File: src/rtl/prog_lut.sv
// Run-time writable branch-target/immediate table with registered reads,
// per-field masked writes, write-first bypass and a sequential clear sweep.
//
// state | meaning
// ------+--------------------------------------------------------------
// IDLE  | table accepts writes; reads return stored or bypassed data
// SWEEP | one entry zeroed per edge from ptr 0 up to DEPTH-1; writes drop
module prog_lut #(
    parameter int ADDR_W = 3,
    parameter int TGT_W  = 10,
    parameter int IMM_W  = 8
) (
    input  logic              clk,
    input  logic              rst_n,
    input  logic              rd_en,
    input  logic [ADDR_W-1:0] rd_addr,
    output logic [TGT_W-1:0]  target,
    output logic [IMM_W-1:0]  immediate,
    output logic              rd_valid,
    input  logic              wr_en,
    input  logic [ADDR_W-1:0] wr_addr,
    input  logic [1:0]        wr_sel,
    input  logic [TGT_W-1:0]  wr_target,
    input  logic [IMM_W-1:0]  wr_imm,
    input  logic              clr,
    output logic              busy,
    output logic              clr_done,
    output logic              wr_drop
);

    localparam int DEPTH = 2 ** ADDR_W;
    localparam logic [ADDR_W-1:0] LAST_IDX = ADDR_W'(DEPTH - 1);

    typedef enum logic {
        IDLE  = 1'b0,
        SWEEP = 1'b1
    } state_t;

    state_t            state;
    state_t            state_nxt;
    logic [ADDR_W-1:0] ptr;
    logic [ADDR_W-1:0] ptr_nxt;
    logic              done_nxt;
    logic              drop_nxt;
    logic              zero_en;
    logic              wr_ok;

    logic [TGT_W-1:0]  tgt_mem [DEPTH];
    logic [IMM_W-1:0]  imm_mem [DEPTH];
    logic [TGT_W-1:0]  rd_tgt;
    logic [IMM_W-1:0]  rd_imm;

    // A restart edge only rewinds the pointer; zeroing resumes next edge.
    always_comb begin
        state_nxt = state;
        ptr_nxt   = ptr;
        done_nxt  = 1'b0;
        drop_nxt  = 1'b0;
        zero_en   = 1'b0;
        wr_ok     = 1'b0;
        case (state)
            IDLE: begin
                if (clr) begin
                    state_nxt = SWEEP;
                    ptr_nxt   = '0;
                    drop_nxt  = wr_en;
                end else begin
                    wr_ok = wr_en;
                end
            end
            SWEEP: begin
                drop_nxt = wr_en;
                if (clr) begin
                    ptr_nxt = '0;
                end else begin
                    zero_en = 1'b1;
                    if (ptr == LAST_IDX) begin
                        state_nxt = IDLE;
                        ptr_nxt   = '0;
                        done_nxt  = 1'b1;
                    end else begin
                        ptr_nxt = ptr + ADDR_W'(1);
                    end
                end
            end
            default: state_nxt = IDLE;
        endcase
    end

    // Read path sees the table as it will be after this edge.
    always_comb begin
        rd_tgt = tgt_mem[rd_addr];
        rd_imm = imm_mem[rd_addr];
        if (zero_en && (ptr == rd_addr)) begin
            rd_tgt = '0;
            rd_imm = '0;
        end
        if (wr_ok && (wr_addr == rd_addr)) begin
            if (wr_sel[0]) rd_tgt = wr_target;
            if (wr_sel[1]) rd_imm = wr_imm;
        end
    end

    always_ff @(posedge clk or negedge rst_n) begin
        if (!rst_n) begin
            state    <= IDLE;
            ptr      <= '0;
            clr_done <= 1'b0;
            wr_drop  <= 1'b0;
        end else begin
            state    <= state_nxt;
            ptr      <= ptr_nxt;
            clr_done <= done_nxt;
            wr_drop  <= drop_nxt;
        end
    end

    always_ff @(posedge clk or negedge rst_n) begin
        if (!rst_n) begin
            for (int i = 0; i < DEPTH; i++) begin
                tgt_mem[i] <= '0;
                imm_mem[i] <= '0;
            end
        end else begin
            if (zero_en) begin
                tgt_mem[ptr] <= '0;
                imm_mem[ptr] <= '0;
            end
            if (wr_ok && wr_sel[0]) tgt_mem[wr_addr] <= wr_target;
            if (wr_ok && wr_sel[1]) imm_mem[wr_addr] <= wr_imm;
        end
    end

    always_ff @(posedge clk or negedge rst_n) begin
        if (!rst_n) begin
            target    <= '0;
            immediate <= '0;
            rd_valid  <= 1'b0;
        end else begin
            rd_valid <= rd_en;
            if (rd_en) begin
                target    <= rd_tgt;
                immediate <= rd_imm;
            end
        end
    end

    assign busy = (state == SWEEP);

endmodule

File: config.mk
export PLATFORM = sky130hd
export DESIGN_NAME = prog_lut
export DESIGN_NICKNAME = d
export VERILOG_FILES = /design/src/rtl/prog_lut.sv
export SDC_FILE = /design/constraint.sdc
export NUM_CORES = 1
export LEC_CHECK = 0
export CORE_ASPECT_RATIO = 1.2
export CORE_MARGIN = 4
export CORE_UTILIZATION = 51
export CTS_CLUSTER_DIAMETER = 80
export DETAILED_ROUTE_END_ITERATION = 8
export DONT_BUFFER_PORTS = 1
export PLACE_DENSITY_LB_ADDON = 0.1
export REMOVE_ABC_BUFFERS = 1
export SYNTH_ARGS = -nofsm -noshare
export SYNTH_HDL_FRONTEND = slang
export SYNTH_SLANG_ARGS = --single-unit
File: constraint.sdc
create_clock -name clk -period 4.1 [get_ports clk]
set_input_delay 0.205 -clock clk [delete_from_list [all_inputs] [get_ports clk]]
set_output_delay 0.205 -clock clk [all_outputs]
set_load 0.02 [all_outputs]
==> impl_summary.log <==
INFO  metric fin_cells = 1054
INFO  metric worst-slew-pin-transition = 1.07 ns
INFO  metric total_power_density_per_cell_area = 395 nW/um2
INFO  metric rsz0062_at_grt = false
INFO  metric outcome = finished with violations
INFO  metric hold_path_class = in -> async
INFO  metric worstSkewPairLatency = 0.42 ns
INFO  metric number_of_clock_sinks_seen_by_cts = 169
INFO  metric placed_cells = 1002
INFO  metric worstReg2RegEnd = tgt_mem[62]$_DFF_PN0_
INFO  metric grt_overflow_total = 0
INFO  metric areaGrowthSynthToFinish = 10.5%
INFO  metric worstSetupPathType = reg -> reg
INFO  metric effective_utilization_at_floorplan = 0.522
INFO  metric routability_congestion_estimate = 0.806
INFO  metric postCtsSetupRepairBufs = 0
INFO  metric max-clock-path-buffers = 2
INFO  metric viasPerCell = 5.83
INFO  metric clk_pin_slew = 0.06 ns
INFO  metric crit_path_max_incr_delay = 1.07 ns
INFO  metric cp_slowest_cell = sky130_fd_sc_hd__nor3_2
INFO  metric drv.max_cap_violation_count = 0
INFO  metric timing.final.setup_violations = 0
INFO  metric final.hold.worst_slack = -0.530 ns
INFO  metric grt_start_max_net_pins = 170
INFO  metric drt_drc = 0
INFO  metric finClkSkew = 0.00481 ns
INFO  metric postSynthCellCount = 863
INFO  metric ctsHtreeMaxLevel = 4
INFO  metric die_w = 124 um
INFO  metric cts_resized = 0
INFO  metric worst-path-stages = 3
INFO  metric numPortBuffers = 0
INFO  metric antennaDiodeCount = 0
INFO  metric slew_headroom = 0.280
INFO  metric critPathCaptureType = flip-flop
INFO  metric root_buffer = sky130_fd_sc_hd__clkbuf_16
INFO  metric cts_inserted_buffers = 17
INFO  metric worstSetupStartpointType = flip-flop
INFO  metric violations = hold timing
INFO  metric min_period_over_period = 0.678
INFO  metric cpLargestDelayFamily = simple AND/OR/NAND/NOR gates
INFO  metric cp-startpoint = busy$_DFF_PN0_
INFO  metric maxSlewViolCount = 0
INFO  metric final_layout_size_suffix_gt1_frac = 0.128
INFO  metric grt_first_pass_wirelength = 33900 um
INFO  metric via_count_of_the_first_global_routing_pass = 5994
INFO  metric setup.reg_to_reg.worst_slack = 1.32 ns
INFO  metric worstPathBufferInverterCount = 0
INFO  metric mappedNetlistArea = 8170 um2
INFO  metric floorplan.io_pins = 53
INFO  metric drt_iter0_markers = 587
INFO  metric wl_per_cell = 20.0 um
INFO  metric die_extent_in_y = 147 um
INFO  metric drt_pass1_iterations = 5
INFO  metric setup-tns-final = 0 ns
INFO  metric timing_hold_violations_final = 169
INFO  metric cts_tree = built
INFO  metric multi_input_comb_area = 3640 um2
INFO  metric crit_arrival = 3.03 ns
INFO  metric timing.rr.start = busy$_DFF_PN0_
INFO  metric fp.dieArea = 18100 um2
INFO  metric vdd_ir_drop_max = 0.258 mV
INFO  metric crit_path_max_fanout = 20
INFO  metric r2r.worst_path.cells = 3
INFO  metric syn-mean-instance-area = 9.46 um2
INFO  metric design.final.nets = 868
INFO  metric antenna_found_initial = 4
INFO  metric synth_cell_types = 35
INFO  metric synth-seq-area-share = 0.518
INFO  metric fillers = 1364
INFO  metric all_layer_gr_usage = 0.248
INFO  metric power.leakage = 0.00369 uW
INFO  metric antenna_violating_nets_left = 0
INFO  metric worstPathCellList = nand4bb_1 > nor3_2 > o21ai_0
INFO  metric synth_top_area_cell = sky130_fd_sc_hd__dfrtp_1
INFO  metric finalWorstPathRequiredPeriod = 2.78 ns
INFO  metric netlist_top_cells_area = sky130_fd_sc_hd__dfrtp_1 (52%), sky130_fd_sc_hd__nand2_1 (14%), sky130_fd_sc_hd__mux4_2 (9.9%), sky130_fd_sc_hd__o21ai_0 (8.6%), sky130_fd_sc_hd__mux2_2 (2.6%)
INFO  metric synthDominantCellAreaShare = 0.518
INFO  metric detailedPlacementHpwl = 13000 um
INFO  metric finalWirelength = 21000 um
INFO  metric yosys_warnings = 0
INFO  metric floorplan.core_area = 15600 um2
INFO  metric worst_ep_required_time = 4.35 ns
INFO  metric ys_ff_latch = 169
INFO  metric cts_hold_buf = 22
INFO  metric num_vias = 6149
INFO  metric fmaxAchievable = 360 MHz
INFO  metric layout.area.seq = 4230 um2
INFO  metric floorplan.rows = 50
==> metrics by stage <==
step / area, um2 / hold slack, ns / worst slack, ns / util / total power, uW
5_1_grt: 9030 / -0.549 / 1.03 / 0.577 / 3680
3_3_place_gp: 8190 / -0.0839 / 1.43 / 0.524 / 1870
6_report: 9030 / -0.530 / 1.32 / 0.577 / 3570
4_1_cts: 9030 / -0.543 / 1.32 / 0.577 / 3600
3_5_place_dp: 8190 / -0.0852 / 1.32 / 0.524 / 1870
2_1_floorplan: 7830 / -0.0906 / 1.36 / - / 1840
==> metal layers <==
layer / GRT usage / vias up / routed length, um
met2: 0.374 / 205 / 9840
met3: 0.0570 / 26 / 1500
met1: 0.361 / 3049 / 9410
li1: - / 2861 / -
met5: 0 / - / 42
met4: 0.0704 / 8 / 235
==> synthesized netlist by cell type <==
cell	number
sky130_fd_sc_hd__nor3b_1	1
sky130_fd_sc_hd__and2_1	1
sky130_fd_sc_hd__buf_4	7
sky130_fd_sc_hd__o21ai_0	141
sky130_fd_sc_hd__nor4_1	2
sky130_fd_sc_hd__inv_2	1
sky130_fd_sc_hd__dfrtp_1	169
sky130_fd_sc_hd__mux4_2	36
sky130_fd_sc_hd__nand2b_1	5
sky130_fd_sc_hd__and3b_1	1
sky130_fd_sc_hd__nor3_1	10
sky130_fd_sc_hd__xnor2_1	3
sky130_fd_sc_hd__or4_1	2
sky130_fd_sc_hd__o21a_1	1
sky130_fd_sc_hd__clkbuf_1	52
sky130_fd_sc_hd__mux2i_1	1
sky130_fd_sc_hd__nor3_2	2
sky130_fd_sc_hd__xor2_1	3
sky130_fd_sc_hd__nand3b_1	3
sky130_fd_sc_hd__a21oi_1	1
sky130_fd_sc_hd__nor4_4	2
sky130_fd_sc_hd__buf_1	3
sky130_fd_sc_hd__nand2_1	311
sky130_fd_sc_hd__a31oi_1	18
sky130_fd_sc_hd__buf_6	1
sky130_fd_sc_hd__o21ai_1	3
sky130_fd_sc_hd__ha_1	2
sky130_fd_sc_hd__nand4_2	1
sky130_fd_sc_hd__nor2b_1	2
sky130_fd_sc_hd__mux2_2	19
sky130_fd_sc_hd__nand3_1	20
sky130_fd_sc_hd__nor4_2	2
sky130_fd_sc_hd__buf_2	14
sky130_fd_sc_hd__nand4bb_1	2
sky130_fd_sc_hd__nor2_1	21
==> cell usage in the layout, fill, tap and decap left out, drive strengths merged, types with 18 or more instances in the layout <==
cell type and instances:
nand2 311, dfrtp 169, o21ai 144, mux4 36
nor2 21, dlygate4sd3 21, clkbuf 21, nand3 20
mux2 19, a31oi 18
==> how the worst max path moves through the flow <==
| stage | slack (ns) | to |
|---|---|---|
| 3_5_place_dp | 1.32 | tgt_mem[64]$_DFF_PN0_ |
| 4_1_cts | 1.32 | tgt_mem[62]$_DFF_PN0_ |
| 6_report | 1.32 | tgt_mem[62]$_DFF_PN0_ |
| 2_1_floorplan | 1.36 | tgt_mem[50]$_DFF_PN0_ |
| 3_3_place_gp | 1.43 | tgt_mem[60]$_DFF_PN0_ |
| 5_1_grt | 1.03 | tgt_mem[5]$_DFF_PN0_ |
==> power breakdown <==
| group | total, uW | internal, uW | switching, uW |
|---|---|---|---|
| clock | 1680 | 1040 | 635 |
| sequential | 1730 | 1690 | 38.9 |
| combinational | 159 | 62.4 | 96.3 |
| total | 3570 | 2800 | 770 |
==> cell type report <==
class                      instances  share of cell area
inverter                           1            0.000416
multi-input combinational        616               0.403
timing repair buffer              30              0.0322
clock buffer                      21              0.0510
clock inverter                     9              0.0164
tap                              208              0.0288
sequential                       169               0.468
==> cells by family after synthesis <==
| group | count (synthesis) | synth area share |
|---|---|---|
| buffers and inverters | 78 | 0.0421 |
| muxes | 56 | 0.127 |
| DFF | 169 | 0.518 |
| xor gates and xnor gates | 6 | 0.00644 |
| AOI/OAI and AO/OA | 164 | 0.104 |
| and+or+nand+nor | 388 | 0.200 |
| adders and majority gates | 2 | 0.00306 |
==> state kept, by name, summed over array words and instances, names as in the netlist <==
| register | count |
|---|---|
| busy | 1 |
| clr_done | 1 |
| imm_mem | 64 |
| immediate | 8 |
| ptr | 3 |
| rd_valid | 1 |
| target | 10 |
| tgt_mem | 80 |
| wr_drop | 1 |
Power figures use the tool's default switching activity.
